`config.mk`:
```
export PLATFORM = sky130hd
export DESIGN_NAME = tanh_arbiter
export DESIGN_NICKNAME = d
export VERILOG_FILES = /design/src/rtl/tanh_arbiter.sv
export SDC_FILE = /design/constraint.sdc
export NUM_CORES = 1
export LEC_CHECK = 0
export ABC_AREA = 1
export BUFFER_PORTS_ARGS = -buffer_cell sky130_fd_sc_hd__buf_4
export CAP_MARGIN = 20
export CELL_PAD_IN_SITES_DETAIL_PLACEMENT = 1
export CELL_PAD_IN_SITES_GLOBAL_PLACEMENT = 2
export CORE_ASPECT_RATIO = 0.9
export CORE_UTILIZATION = 30
export DETAILED_ROUTE_END_ITERATION = 10
export GPL_TIMING_DRIVEN = 0
export PLACE_DENSITY = 0.85
export SETUP_SLACK_MARGIN = 0.2
export SLEW_MARGIN = 20
export SYNTH_ARGS = -nofsm -noshare
export SYNTH_HDL_FRONTEND = slang
export SYNTH_SLANG_ARGS = --single-unit
```
`constraint.sdc`:
```
create_clock -name clk -period 8.05 [get_ports clk]
set_input_delay 1.61 -clock clk [delete_from_list [all_inputs] [get_ports clk]]
set_output_delay 1.61 -clock clk [all_outputs]
set_load 0.05 [all_outputs]
```
`src/rtl/tanh_arbiter.sv`:
```
// tanh_arbiter: round-robin arbiter sharing one saturating-linear tanh unit
// (clamp to +/-1.0 in Q-format) between NUM_REQ requesters. Two registered
// stages (S1 operand, OUT result) with valid/ready on both sides sustain one
// result per cycle.
// Optional feature: define TANH_ARB_STATS_EN to build the saturation counter;
// otherwise sat_count is tied to 0.
module tanh_arbiter #(
  parameter int unsigned DATA_WIDTH  = 16,
  parameter int unsigned FRACT_WIDTH = 8,
  parameter int unsigned NUM_REQ     = 4
) (
  input  logic                          clk,
  input  logic                          rst_n,
  input  logic [NUM_REQ-1:0]            req_valid,
  output logic [NUM_REQ-1:0]            req_ready,
  input  logic [NUM_REQ*DATA_WIDTH-1:0] req_data,
  output logic                          resp_valid,
  input  logic                          resp_ready,
  output logic [DATA_WIDTH-1:0]         resp_data,
  output logic [NUM_REQ-1:0]            resp_id,
  output logic                          resp_sat,
  output logic [15:0]                   sat_count
);

  localparam int unsigned PtrW = $clog2(NUM_REQ);
  localparam logic signed [DATA_WIDTH-1:0] PosOne = DATA_WIDTH'(1) << FRACT_WIDTH;
  localparam logic signed [DATA_WIDTH-1:0] NegOne = -PosOne;

  logic [PtrW-1:0]       ptr_q, ptr_d;
  logic [NUM_REQ-1:0]    grant;
  logic [PtrW-1:0]       grant_idx;
  logic                  accept;
  logic [DATA_WIDTH-1:0] operand;

  logic                  s1_valid_q;
  logic [DATA_WIDTH-1:0] s1_data_q;
  logic [NUM_REQ-1:0]    s1_id_q;

  logic                  out_load;
  logic                  s1_load;
  logic [DATA_WIDTH-1:0] clamp_data;
  logic                  clamp_sat;

  assign out_load = !resp_valid | resp_ready;
  assign s1_load  = !s1_valid_q | out_load;

  // Round-robin search: first valid requester at or after ptr, with wrap-around.
  always_comb begin
    int unsigned idx;
    logic [PtrW-1:0] idx_w;
    grant     = '0;
    grant_idx = '0;
    idx       = 0;
    idx_w     = '0;
    for (int unsigned off = 0; off < NUM_REQ; off++) begin
      idx = 32'(ptr_q) + off;
      if (idx >= NUM_REQ) idx = idx - NUM_REQ;
      idx_w = idx[PtrW-1:0];
      if (grant == '0 && req_valid[idx_w]) begin
        grant[idx_w] = 1'b1;
        grant_idx    = idx_w;
      end
    end
  end

  // Ready is masked by reset so nothing is offered while the block is held.
  assign req_ready = rst_n ? (grant & {NUM_REQ{s1_load}}) : '0;
  assign accept    = |req_ready;

  // Operand select for the granted requester.
  always_comb begin
    operand = '0;
    for (int unsigned i = 0; i < NUM_REQ; i++) begin
      if (grant[i]) operand = req_data[i*DATA_WIDTH +: DATA_WIDTH];
    end
  end

  // Pointer advances past the winner only on an actual accept.
  always_comb begin
    ptr_d = ptr_q;
    if (accept) begin
      if (32'(grant_idx) == NUM_REQ - 1) ptr_d = '0;
      else                               ptr_d = grant_idx + PtrW'(1);
    end
  end

  // Saturating-linear activation on the S1 operand.
  always_comb begin
    clamp_data = s1_data_q;
    clamp_sat  = 1'b0;
    if ($signed(s1_data_q) > PosOne) begin
      clamp_data = PosOne;
      clamp_sat  = 1'b1;
    end else if ($signed(s1_data_q) < NegOne) begin
      clamp_data = NegOne;
      clamp_sat  = 1'b1;
    end
  end

  // Arbiter pointer register.
  always_ff @(posedge clk or negedge rst_n) begin
    if (!rst_n) ptr_q <= '0;
    else        ptr_q <= ptr_d;
  end

  // Stage 1: captures the accepted operand; data held when nothing is accepted.
  always_ff @(posedge clk or negedge rst_n) begin
    if (!rst_n) begin
      s1_valid_q <= 1'b0;
      s1_data_q  <= '0;
      s1_id_q    <= '0;
    end else if (s1_load) begin
      s1_valid_q <= accept;
      if (accept) begin
        s1_data_q <= operand;
        s1_id_q   <= grant;
      end
    end
  end

  // Output stage: registers the clamped result; frozen under backpressure.
  always_ff @(posedge clk or negedge rst_n) begin
    if (!rst_n) begin
      resp_valid <= 1'b0;
      resp_data  <= '0;
      resp_id    <= '0;
      resp_sat   <= 1'b0;
    end else if (out_load) begin
      resp_valid <= s1_valid_q;
      resp_data  <= clamp_data;
      resp_id    <= s1_id_q;
      resp_sat   <= clamp_sat;
    end
  end

`ifdef TANH_ARB_STATS_EN
  logic [15:0] sat_cnt_q;

  // Count saturated results entering OUT; sticks at all-ones instead of wrapping.
  always_ff @(posedge clk or negedge rst_n) begin
    if (!rst_n) begin
      sat_cnt_q <= '0;
    end else if (out_load && s1_valid_q && clamp_sat && sat_cnt_q != 16'hFFFF) begin
      sat_cnt_q <= sat_cnt_q + 16'd1;
    end
  end

  assign sat_count = sat_cnt_q;
`else
  assign sat_count = '0;
`endif

endmodule

```
==> impl_metrics.toml <==
[run_status]
status = "finished clean"

[yosys]
ys_warn_count = 0
synth_top_area_share_pct = 33.7
synth_top_area_cell = "dfrtp_1"
synth_cell_types = 35
ys_ff_latch = 45
avgSynthCellArea_um2 = 7.67
syn_inst = 435
seq_area_frac_synth_pct = 33.7
synth_area_leaders = "dfrtp_1 (34%), nand2_1 (10%), nand3_2 (6.6%), inv_1 (6.5%), a21oi_1 (5.7%)"
syn_area_um2 = 3340

[clocking]
clk_pin_slew_worst_paths_ps = 70
worstSkewPairLatency_ps = 290
post_cts_resized = 0
numCtsBuffers = 5
cts_buffer_depth = 2
ctsHoldBuffers = 0
cts_setup_buffers = 0
htree_levels = 2
cts_sinks = 45
cts-root-buf = "clkbuf_16"
cts_tree = "yes"

[layout]
final_util_pct = 41.4
seq_area_um2 = 1130
instances_no_fill = 687
layout-drive-gt1-share_pct = 35.0
nets = 633
multi_input_area_um2 = 1780
fin_area_um2 = 4470
fillers = 1341
area_growth_pct = 34.1
diodes = 0

[sta]
post-route-period-util_pct = 67.0
slew_headroom_pct = 39.6
period_needed_ps = 5390
fin_skew_ps = 5.80
rsz0062_at_grt = "no"
hold_violations = 0
setup_viol = 0
clock.fmax_mhz = 185
finalSetupTns_ps = 0
worst_pin_slew_ps = 899
drv_slew = 0

[worst_setup_path]
reg2reg_from = "ptr_q[1]"
arrival_ps = 3780
crit_path_max_fanout = 10
startpoint = "req_valid[2]"
reg2reg_slack_ps = 4780
critPathRequiredTime_ps = 6440
worstSetupStartpointType = "primary input"
worstSetupPathType = "in2out"
worst-r2r-cell-count = 18
r2r-end = "s1_data_q[3]"
critPathCaptureType = "primary output"

[hold_path]
hold_class = "reg2reg"
min-delay-start = "s1_id_q[3]"
holdPathEnd = "s1_id_q[3]"
min_path_cells = 2

[grt]
grt_pass1_vias = 3205
grt.overflow.total = 0
grt_usage_pct = 17.2
grt_pass1_wl_um = 15900
antenna_found_initial = 0
grt_max_degree = 47

[job]
maxCapViolations = 0

[placement]
dp.cells = 679
portBuffers = 96
place_area_um2 = 4280
gp_congestion = 0.838
hpwl_um = 7800

[die]
coreArea_um2 = 10800
die_x_um = 113
rows = 36
dieArea_um2 = 11500
start_util_pct = 30.9
ios = 113
fp.dieH_um = 102

[detailed_routing]
wl_per_cell_um = 14.0
via_count = 3144
route.detailed.drc = 0
avgViaCountPerCell = 4.58
antenna_left = 0
drt_wl_total_um = 9630
drt-pass1-iter-count = 4
drt_iter0_drc = 85
[layout make-up]
class | instances | share of cell area [%]
timing repair buffer | 96 | 16.1
sequential | 45 | 25.2
inverter | 61 | 5.34
buffer | 33 | 5.56
multi-input combinational | 311 | 39.8
clock inverter | 3 | 1.54
clock buffer | 5 | 2.80
tap | 133 | 3.72
[through the flow]
stage	hold slack [ps]	setup WS (ps)
final	472	2660
after global routing	505	2460
after CTS	476	2640
after detailed placement	459	2650
after global placement	455	2720
after floorplan	440	3000
[cell usage after synthesis (all sizes together)]
cell / instances
inv: 61
conb: 1
and2: 1
a31oi: 2
buf: 27
nand4: 4
nor4: 2
dfrtp: 45
clkbuf: 6
a22o: 6
nand3: 54
nor3: 1
o21ai: 20
nor2: 32
o211ai: 2
or2: 2
o31ai: 2
nand2: 109
a21oi: 49
ha: 9
[kinds of logic (layout without fill, tap and decap cells)]
kind of cell / count (synthesis) / in the layout / share of synthesized area [%]
AO/OA/AOI/OAI: 81 / 81 / 14.8
flip-flops: 45 / 45 / 33.7
AND/OR/NAND/NOR: 205 / 205 / 33.3
other: 1 / 16 / 0.112
adder cells (fa/ha/maj): 9 / 9 / 3.37
buffers and inverters: 94 / 198 / 14.6
[how the worst max path moves through the flow]
| stage | endpoint | slack [ps] | cells past startpoint |
|---|---|---|---|
| after detailed placement | req_ready[3] | 2650 | 18 |
| final | req_ready[3] | 2660 | 18 |
| after CTS | req_ready[3] | 2640 | 18 |
| after floorplan | req_ready[3] | 3000 | 16 |
| after global routing | req_ready[3] | 2460 | 18 |
| after global placement | req_ready[3] | 2720 | 18 |
[layout by cell type, fill, tap and decap left out, types with 2 or more instances in the layout]
| cell | instances |
|---|---|
| o21ai_0 | 17 |
| a22o_1 | 6 |
| conb_1 | 16 |
| nand2_1 | 90 |
| o211ai_1 | 2 |
| inv_1 | 58 |
| buf_6 | 5 |
| nor2_8 | 3 |
| nor2_4 | 2 |
| or2_2 | 2 |
| a21oi_2 | 10 |
| nand2_2 | 13 |
| nand3_1 | 32 |
| a31oi_1 | 2 |
| o21ai_1 | 3 |
| buf_2 | 3 |
| nand2_4 | 6 |
| nor4_1 | 2 |
| bufinv_16 | 2 |
| buf_4 | 114 |
| nand4_1 | 4 |
| clkbuf_1 | 6 |
| dfrtp_1 | 45 |
| clkbuf_16 | 5 |
| nand3_2 | 22 |
| nor2_1 | 27 |
| a21oi_1 | 38 |
| ha_1 | 9 |
[worst max-delay path, stage by stage]
cell	delay [ps]
buf_4	110
inv_1	90
nand2_4	70
nand3_2	90
nand2_4	90
a21oi_4	190
nand3_1	120
nand2_2	130
nor2_4	60
nand3_2	60
nand2_2	110
nor2_8	200
nand3_2	120
nand2_4	130
nand2_4	110
buf_2	210
inv_1	70
buf_4	190
[routing by layer]
| metal | part of all wire (%) | GRT usage, % | up-vias |
|---|---|---|---|
| li1 | - | - | 1604 |
| met1 | 50 | 23.8 | 1449 |
| met2 | 45 | 28.7 | 81 |
| met3 | 4.3 | 2.19 | 10 |
| met4 | 1.1 | 3.74 | 0 |
| met5 | 0 | 0 | - |
[sequential cells by signal, summed over array words and instances, names as in the netlist]
register and count:
resp_data 16, s1_data_q 16, resp_id 4, s1_id_q 4, ptr_q 2, resp_sat 1
resp_valid 1, s1_valid_q 1
Power is left out: the tool's default activity adds up to more than one toggle a clock period on the data nets, which glitch-free logic cannot reach.
